### src/rtl/eight_bit_search_initiator.sv
// eight_bit_search_initiator
//
// Purpose: binary-search initiator. It drives probe values to an external
// comparator/responder over a req/ack handshake and narrows a [low, high]
// window until the responder reports equality. It then reports the located
// value, the number of accepted probes, and whether the responder behaved
// consistently.
//
// Handshake: req is the valid and ack is the ready. A probe transfers on
// any rising edge where req=1 and ack=1. While req=1 and ack=0, guess is
// held stable. ack while req=0 is ignored. cmp_l/cmp_e/cmp_g are only
// looked at in the transfer cycle. req stays high across consecutive
// probes, so one probe per cycle is possible.
//
// Ports:
//   clk     in   system clock, all state on rising edge
//   rst_n   in   synchronous active-low reset
//   start   in   begin a search (sampled in IDLE or DONE only)
//   guess   out  probe value (operand a of guess-vs-secret compare)
//   req     out  probe valid
//   ack     in   responder has l/e/g for the current guess
//   cmp_l   in   guess <  secret
//   cmp_e   in   guess == secret
//   cmp_g   in   guess >  secret
//   busy    out  search in progress
//   done    out  search finished, held until next start or reset
//   found   out  with done: result is the secret
//   error   out  with done: protocol or consistency failure
//   result  out  located value when found, else 0
//   steps   out  probes accepted in the current/last search
//
// All outputs come straight from flops; there is no combinational path
// from ack/cmp_* to any output.

module eight_bit_search_initiator #(
    parameter int WIDTH     = 8,
    parameter int MAX_STEPS = 9
) (
    input  logic             clk,
    input  logic             rst_n,
    input  logic             start,
    output logic [WIDTH-1:0] guess,
    output logic             req,
    input  logic             ack,
    input  logic             cmp_l,
    input  logic             cmp_e,
    input  logic             cmp_g,
    output logic             busy,
    output logic             done,
    output logic             found,
    output logic             error,
    output logic [WIDTH-1:0] result,
    output logic [3:0]       steps
);

    typedef enum logic [1:0] {
        ST_IDLE  = 2'd0,
        ST_PROBE = 2'd1,
        ST_DONE  = 2'd2
    } state_t;

    localparam logic [WIDTH-1:0] MAX_VAL   = '1;
    localparam logic [WIDTH-1:0] FIRST_MID = MAX_VAL >> 1;
    localparam logic [3:0]       STEP_LIM  = 4'(MAX_STEPS);

    state_t           state_q, state_d;
    logic [WIDTH-1:0] guess_q, guess_d;
    logic [WIDTH-1:0] low_q, low_d;
    logic [WIDTH-1:0] high_q, high_d;
    logic [WIDTH-1:0] result_q, result_d;
    logic [3:0]       steps_q, steps_d;
    logic             req_q, req_d;
    logic             busy_q, busy_d;
    logic             done_q, done_d;
    logic             found_q, found_d;
    logic             error_q, error_d;

    // Window update candidates for the current response.
    logic [WIDTH-1:0] low_upd, high_upd;
    logic [WIDTH:0]   mid_sum;
    logic             hit_end;
    logic             resp_onehot;
    logic [3:0]       steps_inc;

    always_comb begin
        low_upd  = low_q;
        high_upd = high_q;
        hit_end  = 1'b0;
        if (cmp_l) begin
            // A "less" answer at the top of the range cannot be satisfied.
            hit_end = (guess_q == MAX_VAL);
            low_upd = guess_q + 1'b1;
        end else if (cmp_g) begin
            hit_end  = (guess_q == '0);
            high_upd = guess_q - 1'b1;
        end
        // One extra bit so low+high never wraps.
        mid_sum     = {1'b0, low_upd} + {1'b0, high_upd};
        resp_onehot = ({cmp_l, cmp_e, cmp_g} == 3'b100) ||
                      ({cmp_l, cmp_e, cmp_g} == 3'b010) ||
                      ({cmp_l, cmp_e, cmp_g} == 3'b001);
        steps_inc   = steps_q + 4'd1;
    end

    always_comb begin
        state_d  = state_q;
        guess_d  = guess_q;
        low_d    = low_q;
        high_d   = high_q;
        result_d = result_q;
        steps_d  = steps_q;
        req_d    = req_q;
        busy_d   = busy_q;
        done_d   = done_q;
        found_d  = found_q;
        error_d  = error_q;

        unique case (state_q)
            ST_IDLE, ST_DONE: begin
                if (start) begin
                    state_d  = ST_PROBE;
                    low_d    = '0;
                    high_d   = MAX_VAL;
                    guess_d  = FIRST_MID;
                    req_d    = 1'b1;
                    busy_d   = 1'b1;
                    steps_d  = 4'd0;
                    done_d   = 1'b0;
                    found_d  = 1'b0;
                    error_d  = 1'b0;
                    result_d = '0;
                end
            end

            ST_PROBE: begin
                if (ack) begin
                    steps_d = steps_inc;
                    if (!resp_onehot || (!cmp_e && (hit_end ||
                        (low_upd > high_upd) || (steps_inc >= STEP_LIM)))) begin
                        state_d  = ST_DONE;
                        req_d    = 1'b0;
                        busy_d   = 1'b0;
                        done_d   = 1'b1;
                        found_d  = 1'b0;
                        error_d  = 1'b1;
                        result_d = '0;
                    end else if (cmp_e) begin
                        state_d  = ST_DONE;
                        req_d    = 1'b0;
                        busy_d   = 1'b0;
                        done_d   = 1'b1;
                        found_d  = 1'b1;
                        error_d  = 1'b0;
                        result_d = guess_q;
                    end else begin
                        low_d   = low_upd;
                        high_d  = high_upd;
                        guess_d = mid_sum[WIDTH:1];
                    end
                end
            end

            default: begin
                state_d = ST_IDLE;
                req_d   = 1'b0;
                busy_d  = 1'b0;
            end
        endcase
    end

    always_ff @(posedge clk) begin
        if (!rst_n) begin
            state_q  <= ST_IDLE;
            guess_q  <= '0;
            low_q    <= '0;
            high_q   <= MAX_VAL;
            result_q <= '0;
            steps_q  <= 4'd0;
            req_q    <= 1'b0;
            busy_q   <= 1'b0;
            done_q   <= 1'b0;
            found_q  <= 1'b0;
            error_q  <= 1'b0;
        end else begin
            state_q  <= state_d;
            guess_q  <= guess_d;
            low_q    <= low_d;
            high_q   <= high_d;
            result_q <= result_d;
            steps_q  <= steps_d;
            req_q    <= req_d;
            busy_q   <= busy_d;
            done_q   <= done_d;
            found_q  <= found_d;
            error_q  <= error_d;
        end
    end

    assign guess  = guess_q;
    assign req    = req_q;
    assign busy   = busy_q;
    assign done   = done_q;
    assign found  = found_q;
    assign error  = error_q;
    assign result = result_q;
    assign steps  = steps_q;

endmodule
### config.mk
export PLATFORM = sky130hd
export DESIGN_NAME = eight_bit_search_initiator
export DESIGN_NICKNAME = d
export VERILOG_FILES = /design/src/rtl/eight_bit_search_initiator.sv
export SDC_FILE = /design/constraint.sdc
export NUM_CORES = 1
export LEC_CHECK = 0
export BUFFER_PORTS_ARGS = -buffer_cell sky130_fd_sc_hd__buf_2
export CELL_PAD_IN_SITES_DETAIL_PLACEMENT = 0
export CELL_PAD_IN_SITES_GLOBAL_PLACEMENT = 2
export CORE_MARGIN = 4
export CORE_UTILIZATION = 38
export CTS_CLUSTER_DIAMETER = 30
export DETAILED_ROUTE_END_ITERATION = 8
export GPL_ROUTABILITY_DRIVEN = 0
export PLACE_DENSITY_LB_ADDON = 0.12
export SYNTH_ARGS = -nofsm -noshare
export SYNTH_HDL_FRONTEND = slang
export SYNTH_SLANG_ARGS = --single-unit
### constraint.sdc
create_clock -name clk -period 6 [get_ports clk]
set_clock_uncertainty 0.05 [all_clocks]
set_input_delay 0.3 -clock clk [delete_from_list [all_inputs] [get_ports clk]]
set_output_delay 0.3 -clock clk [all_outputs]
set_load 0.03 [all_outputs]
# Word level (Yosys, flattened, before mapping)
# Index checks and enable logic that the tools add are counted.
# Widths: inputs -> output; s select.
[totals] reg_bits=42 input_bits=7
[op_classes] add_sub_neg=4 n_lt_le_gt_ge=2 eq_ne=11 mux=48 n_reduce_logical=16
[op_table] operator="$mux 8" count=18
[op_table] operator="$pmux 8 s2" count=4
[op_table] operator="$mux 1" count=14
[op_table] operator="$add 8x8->9" count=1
[op_table] operator="$add 8x1->8 const B" count=1
[op_table] operator="$eq 8x8->1 const B" count=1
[op_table] operator="$gt 8x8->1" count=1
[op_table] operator="$logic_not 8->1" count=1
[op_table] operator="$mux 2" count=4
[op_table] operator="$mux 4" count=2
[op_table] operator="$ne 2x2->1 const B" count=4
[op_table] operator="$pmux 1 s2" count=4
[op_table] operator="$pmux 4 s2" count=1
[op_table] operator="$sub 8x1->8 const B" count=1
[op_table] operator="$reduce_and 3->1" count=2
[op_table] operator="$logic_or 1x1->1" count=5
[op_table] operator="$reduce_and 5->1" count=1
[op_table] operator="$add 4x1->4 const B" count=1
[op_table] operator="$ge 4x4->1 const B" count=1
[op_table] operator="$pmux 2 s2" count=1
[op_table] operator="$reduce_and 4->1" count=1
[op_table] operator="$eq 3x1->1 const B" count=1
[op_table] operator="$eq 3x2->1 const B" count=1
[op_table] operator="$eq 3x3->1 const B" count=1
[op_table] operator="other kinds (8)" count=9

# Longest topological paths before layout
# Gate-level depths: netlist (run 1).
[depth] depth_word=11 depth_mapped=16 ltp_nobuf=13

# Worst setup path before layout (run 1)
# OpenSTA, ideal clock, no wires.
[synth_path] kind="flip-flop to flip-flop" startpoint="register guess_q[3], in the netlist guess[3]" endpoint="register result_q[1], in the netlist result[1]" setup_time_ps=117 arrival_ps=3795 required_time_ps=5833 path_slack_ps=2039 path_stages_with_launch=16 path_buffers=2 path_cell_list="dfxtp_1 clkbuf_1 nor4_1 nand4_1 xor2_1 nor2_1 a21oi_1 inv_1 ha_1 or4_4 nor4b_4 a21oi_2 o31a_1 o221a_1 buf_6 a22o_1"
[synth_via] elab_chain_len=11
[synth_rtl] item="start: declaration" line="67" text="logic [WIDTH-1:0] guess_q, guess_d;"
[synth_rtl] item="start signal: assignment" line="186" text="guess_q <= guess_d;"
[synth_rtl] item="$sub 8x1->8" line="95" text="high_upd = guess_q - 1'b1;"
[synth_rtl] item="$mux 8" line="93" text="end else if (cmp_g) begin"
[synth_rtl] item="$mux 8" line="89" text="if (cmp_l) begin"
[synth_rtl] item="$gt 8x8->1" line="139" text="(low_upd > high_upd) || (steps_inc >= STEP_LIM)))) begin"
[synth_rtl] item="$logic_or 1x1->1 *" line="138" text="if (!resp_onehot || (!cmp_e && (hit_end ||"
[synth_rtl] item="$logic_or 1x1->1 *" line="139"
[synth_rtl] item="$logic_and 1x1->1 *" line="138"
[synth_rtl] item="$logic_or 1x1->1 *" line="138"
[synth_rtl] item="$mux 8" line="138"
[synth_rtl] item="$mux 8" line="136" text="if (ack) begin"
[synth_rtl] item="$pmux 8 s2" line="118" text="unique case (state_q)"
[synth_rtl] item="end signal: assignment" line="189" text="result_q <= result_d;"
[synth_rtl] item="end: declaration" line="70" text="logic [WIDTH-1:0] result_q, result_d;"
# Every way passes the cells marked *; elsewhere a longest branch is shown, timed or not. The select of a mux whose other input is x is not followed.
# A chain may end at the register's enable or synchronous reset.

# Worst setup path after layout (run 1)
[layout_path] startpoint="register guess_q[2], in the netlist guess[2]" endpoint="register guess_q[7], in the netlist guess[7]"
[layout_via] elab_chain_len=10
[layout_rtl] item="$sub 8x1->8" line="95"
[layout_rtl] item="$mux 8" line="93"
[layout_rtl] item="$mux 8" line="89"
[layout_rtl] item="$gt 8x8->1" line="139"
[layout_rtl] item="$logic_or 1x1->1" line="138"
[layout_rtl] item="$logic_or 1x1->1" line="139"
[layout_rtl] item="$logic_and 1x1->1" line="138"
[layout_rtl] item="$logic_or 1x1->1" line="138"
[layout_rtl] item="$ne 2x2->1 (no source line)"
[layout_rtl] item="$reduce_and 5->1 (no source line)"
# Parallel ways exist; a longest one is shown, timed or not. The select of a mux whose other input is x is not followed.

==> results of run 1 <==
-- kinds of logic (layout without fill, tap and decap cells) --
kind of cell / count (synthesis) / after routing / synth area share, %
muxes: 2 / 2 / 0.8875
DFF: 41 / 41 / 32.35
and+or+nand+nor: 88 / 88 / 19.38
xor gates and xnor gates: 16 / 16 / 5.523
buffers and inverters: 35 / 59 / 6.213
AOI/OAI and AO/OA: 87 / 87 / 24.51
adders and majority gates: 22 / 22 / 11.14
-- where the power goes --
part	total (mW)	switching, mW	leakage [nW]	internal, mW
sequential	0.297	0.0166	0.333	0.280
clock	0.240	0.104	0.0574	0.135
combinational	0.168	0.106	0.868	0.0616
total	0.704	0.227	1.26	0.477
-- layer usage --
| layer | global-route usage, % | up-vias | share of wire, % |
|---|---|---|---|
| li1 | - | 1094 | - |
| met2 | 26.88 | 49 | 44 |
| met1 | 24.94 | 1040 | 51 |
| met4 | 5.875 | 0 | 1.8 |
| met5 | 0 | - | 0 |
| met3 | 3.422 | 9 | 3.2 |
-- worst min-delay path: stages --
cell and delay, ps:
buf_2 100, nor2_1 40, a21oi_1 130, nor2_1 40
-- per-stage QoR --
stage | hold WS (ps) | power, mW | setup slack (ps) | cell area [µm²]
floorplan | 388.4 | 0.4252 | 2039 | 2537
global placement | 382.0 | 0.4727 | 1759 | 2710
detailed placement | 384.3 | 0.4713 | 1671 | 2710
CTS | 298.9 | 0.7103 | 1631 | 2830
global route | 325.8 | 0.7405 | 1243 | 2830
finish | 298.7 | 0.7038 | 1611 | 2830
-- synth_stat cells (all sizes together), types with 2 or more instances --
| cell | number |
|---|---|
| dfxtp | 41 |
| nor2 | 29 |
| a21oi | 21 |
| ha | 21 |
| inv | 19 |
| a22o | 16 |
| o21ai | 15 |
| nand2 | 14 |
| clkbuf | 11 |
| xnor2 | 9 |
| nand3 | 8 |
| o221a | 7 |
| xor2 | 7 |
| a31oi | 6 |
| o31a | 6 |
| buf | 5 |
| nor2b | 5 |
| nor4 | 5 |
| a21o | 4 |
| nand4 | 4 |
| nor3 | 4 |
| and2 | 3 |
| nand2b | 3 |
| o211ai | 3 |
| a211oi | 2 |
| and3 | 2 |
| mux2 | 2 |
| or3 | 2 |
| or4 | 2 |
-- sequential cells by signal, summed over array words and instances, names as in the netlist --
name,cells
busy,1
guess,8
state_q,1
high_q,8
result,8
steps,4
low_q,8
found,1
done,1
error,1
-- cells in the final DEF (no fill, tap or decap), types with 7 or more instances in the layout --
cell     synthesis  routed
buf_2            0      31
ha_1            21      21
inv_1           19      19
nand2_1         13      13
dfxtp_1         41      41
xor2_1           7       7
o21ai_0         15      15
a21oi_1         20      20
nand3_1          8       8
a22o_1          16      16
xnor2_1          9       9
nor2_1          27      27
-- area by class of cell --
| class | instances | area, µm² | area share (%) |
|---|---|---|---|
| clock buffer | 6 | 82.58 | 2.918 |
| clock inverter | 2 | 37.54 | 1.326 |
| inverter | 19 | 71.32 | 2.520 |
| multi-input combinational | 215 | 1559 | 55.08 |
| sequential | 41 | 820.8 | 29.00 |
| tap | 77 | 96.34 | 3.404 |
| timing repair buffer | 32 | 162.7 | 5.747 |
-- path summary, 6_finish.rpt --
path,to,cells after the start,startpoint,slack (ps)
worst min-delay path,state_q[1],4,start,300
worst max register to register,guess[7],13,guess[2],1610
worst max-delay path,guess[7],13,guess[2],1610
worst min register to register,found,1,found,400
==> impl_metrics.env, run 1 <==
export IMPL_period_share_pct=73.14
export IMPL_vias=2192
export IMPL_cts_tree="done"
export IMPL_cts_made_buffers=5
export IMPL_worstSkewPairLatency_ps=300
export IMPL_rows=29
export IMPL_critPathLaunchType="flop"
export IMPL_critPathMaxStageDelay_ps=630
export IMPL_yosysTopAreaCell="dfxtp_1"
export IMPL_post_cts_resized=0
export IMPL_ys_seq_area_share_pct=32.35
export IMPL_grt_usage_pct=17.64
export IMPL_cpLargestDelayFamily="simple AND/OR/NAND/NOR gates"
export IMPL_syn2layout_area_growth_pct=11.54
export IMPL_root_buffer="clkbuf_8"
export IMPL_portBuffers=31
export IMPL_synth_ff_type="dfxtp_1"
export IMPL_cts_sinks=41
export IMPL_netlist_area_leader_share_pct=32.35
export IMPL_finalSetupTns_ps=0
export IMPL_finalSetupViolCount=0
export IMPL_hold_viol=0
export IMPL_grt_max_degree=21
export IMPL_dp_cells=384
export IMPL_relSlewSlack_pct=53.81
export IMPL_start_util_pct=39.51
export IMPL_n_antenna_cell=0
export IMPL_synthCells=291
export IMPL_critical_path_required_ps=6190
export IMPL_critical_path_cell_chain="nor4_1 > nand4_1 > xor2_1 > nor2_1 > a21oi_1 > inv_1 > ha_1 > or4_4 > nor4b_4 > a21oi_2 > or3_1 > nor2_4 > a32o_1"
export IMPL_ys_types=54
export IMPL_final_cell_count_no_fill=392
export IMPL_fillers=671
export IMPL_ys_seq_elements=41
export IMPL_dp_hpwl_um=5272
export IMPL_hp_class="input pin to flop"
export IMPL_grt_pass1_wl_um=11380
export IMPL_fmax_ghz=0.2279
export IMPL_synth_avg_cell_area_um2=8.720
export IMPL_drive_gt1_share_pct=18.41
export IMPL_synth_nets=320
export IMPL_powerDensity_nw_per_um2=248.7
export IMPL_cp_slowest_cell="or3_1"
export IMPL_ant_nets=0
export IMPL_status="complete, no violations"
export IMPL_ioPinCount=32
export IMPL_syn_area_um2=2537
export IMPL_first_pass_iters=4
export IMPL_core_area_um2=6422
export IMPL_synth_edf_count=0
export IMPL_final_util_pct=44.07
export IMPL_synthTopCellsByArea="dfxtp_1, ha_1, a22o_1"
export IMPL_vdd_drop_max_v=0.00009204
export IMPL_grt_pass1_vias=2108
export IMPL_rsz0062_at_grt="no"
export IMPL_drc_errors=0
export IMPL_wl_um=7035
export IMPL_postCtsSetupBuffers=0
export IMPL_clk_path_buf_depth=2
export IMPL_via_per_inst=5.592
export IMPL_maxSlewViolCount=0
export IMPL_cp_max_fo=13
export IMPL_endpoint_kind="flop"
export IMPL_clk_pin_slew_ps=90
export IMPL_cp_num_buf_inv=1
export IMPL_critical_path_class="flop to flop"
export IMPL_nNetsFinal=343
export IMPL_maxCapViolations=0
export IMPL_fin_crit_ps=4389
export IMPL_antenna_found_initial=0
export IMPL_cts_hold_buf=0
export IMPL_dieArea_um2=8049
export IMPL_arrival_ps=4580
export IMPL_leakage_nw=1.259
export IMPL_wl_per_cell_um=17.95
export IMPL_synth_warnings=0
export IMPL_async_reset_ff_share_pct=0
export IMPL_htreeDepth=2
export IMPL_die_w_um=89.72
export IMPL_worstMarginPinSlew_ps=689.2
export IMPL_drt_initial_drc_count=115
export IMPL_grt_overflow_total=0
export IMPL_dieHeight_um=89.72
No activity file was read; power rests on OpenSTA's default activity.
==> inputs of run 2 (changes only) <==
Settings changed: CORE_UTILIZATION 38 to 32.
Clock period 6 ns to 4.01 ns, I/O delays scaled along.
==> impl_metrics.env, run 2 (synthesis gave the netlist of run 1 again) <==
export IMPL_status="complete, no violations"
export IMPL_cts_sinks=41
export IMPL_endpoint_kind="flop"
export IMPL_root_buffer="clkbuf_8"
export IMPL_critical_path_class="flop to flop"
export IMPL_drive_gt1_share_pct=25.44
export IMPL_core_area_um2=7727
export IMPL_grt_pass1_wl_um=12760
export IMPL_r2r_slack_ps=140
export IMPL_grt_use_met2_pct=24.63
export IMPL_setup_ws_ps=137.6
export IMPL_use_met3_pct=3.461
export IMPL_critPathLaunchType="flop"
export IMPL_wl_per_cell_um=17.85
export IMPL_cp_max_fo=9
export IMPL_postCtsSetupBuffers=0
export IMPL_dp_cells=437
export IMPL_syn2layout_area_growth_pct=20.32
export IMPL_nNetsFinal=371
export IMPL_pre_cts_ws_ps=76.35
export IMPL_period_share_pct=96.57
export IMPL_grt_usage_pct=17.20
export IMPL_drt_initial_drc_count=117
export IMPL_dieArea_um2=9418
export IMPL_htreeDepth=2
export IMPL_antenna_found_initial=0
export IMPL_clk_pin_slew_ps=80
export IMPL_dieHeight_um=97.05
export IMPL_worstMarginPinSlew_ps=638.3
export IMPL_start_util_pct=32.84
export IMPL_fillers=815
export IMPL_cts_made_buffers=5
export IMPL_hold_viol=0
export IMPL_maxSlewViolCount=0
export IMPL_worstSkewPairLatency_ps=290
export IMPL_finalSetupTns_ps=0
export IMPL_fin_crit_ps=3872
export IMPL_final_cell_count_no_fill=444
export IMPL_first_pass_iters=4
export IMPL_ioPinCount=32
export IMPL_drc_errors=0
export IMPL_cts_tree="done"
export IMPL_grt_met1_usage_pct=26.16
export IMPL_maxCapViolations=0
export IMPL_die_w_um=97.05
export IMPL_rsz0062_at_grt="no"
export IMPL_grt_max_degree=20
export IMPL_rows=32
export IMPL_grt_busiest_layer="met1"
export IMPL_dp_hpwl_um=6181
export IMPL_portBuffers=31
export IMPL_clk_path_buf_depth=2
export IMPL_leakage_nw=1.389
export IMPL_fmax_ghz=0.2582
export IMPL_multi_input_area_um2=1569
export IMPL_ant_nets=0
export IMPL_totalPowerFinal_mw=1.025
export IMPL_vias=2275
export IMPL_hp_class="input pin to flop"
export IMPL_relSlewSlack_pct=57.40
export IMPL_wl_um=7926
export IMPL_n_antenna_cell=0
export IMPL_finalSetupViolCount=0
export IMPL_vdd_drop_max_v=0.0001407
export IMPL_grt_pass1_vias=2182
export IMPL_final_cell_mix="dfxtp_1, buf_2, buf_4"
export IMPL_powerDensity_nw_per_um2=335.8
export IMPL_critical_path_required_ps=4150
export IMPL_arrival_ps=4010
export IMPL_seqCellArea_um2=822.0
export IMPL_grt_overflow_total=0
export IMPL_via_per_inst=5.124
export IMPL_final_common_cell="dfxtp_1"
==> run 2: cell types whose count changed in the layout (fill, tap and decap cells not counted), sizes merged <==
cell	previous run	this run
bufinv	1	0
buf	32	60
==> run 2: routing by layer <==
layer / routed length (µm) / vias to the layer above
li1: - / 1154
met3: 339 / 7
met4: 120 / 0
met5: 0 / -
met2: 3467 / 48
met1: 3998 / 1066
==> run 2: final timing paths <==
path | startpoint | end | depth (start not counted)
min | start | state_q[1] | 4
min reg2reg | found | found | 1
max | guess[4] | result[7] | 12
max reg2reg | guess[4] | result[7] | 12
==> run 2: timing repair <==
action | in CTS | in global routing
hold buffers | 0 | 0
gates resized for setup | 0 | 4
setup endpoints to repair | 0 | 33
==> run 2: power breakdown <==
| part | internal [mW] | switching [mW] | leakage, nW |
|---|---|---|---|
| Sequential | 0.419 | 0.0156 | 0.334 |
| Combinational | 0.119 | 0.182 | 1.01 |
| Clock | 0.136 | 0.153 | 0.0433 |
| Total | 0.675 | 0.351 | 1.39 |
==> run 2: metrics by stage <==
stage	utilization [%]	instance area [µm²]	hold slack (ps)
CTS	39.36	3042	208.4
detailed placement	38.20	2952	409.8
finish	39.51	3053	212.8
floorplan	-	2537	381.9
global placement	38.20	2952	400.4
global route	39.51	3053	227.5
==> run 2: worst max-delay path: stages (launching register included) <==
cell and delay, ps:
dfxtp_1 520, buf_4 210, and4_1 250, nand4_1 130, xor2_1 170, a21oi_1 250
ha_1 290, or4_4 570, nor4b_4 290, a211oi_2 120, o31a_1 320, o221a_1 380
a22o_1 230
==> run 2: cell type report <==
| class | instances | share of cell area (%) |
|---|---|---|
| well taps | 102 | 4.180 |
| inverters | 19 | 2.336 |
| flip-flops and latches | 41 | 26.93 |
| clock buffers | 6 | 2.705 |
| clock inverters | 1 | 0.2459 |
| multi-input cells | 215 | 51.39 |
| repair buffers | 60 | 12.21 |
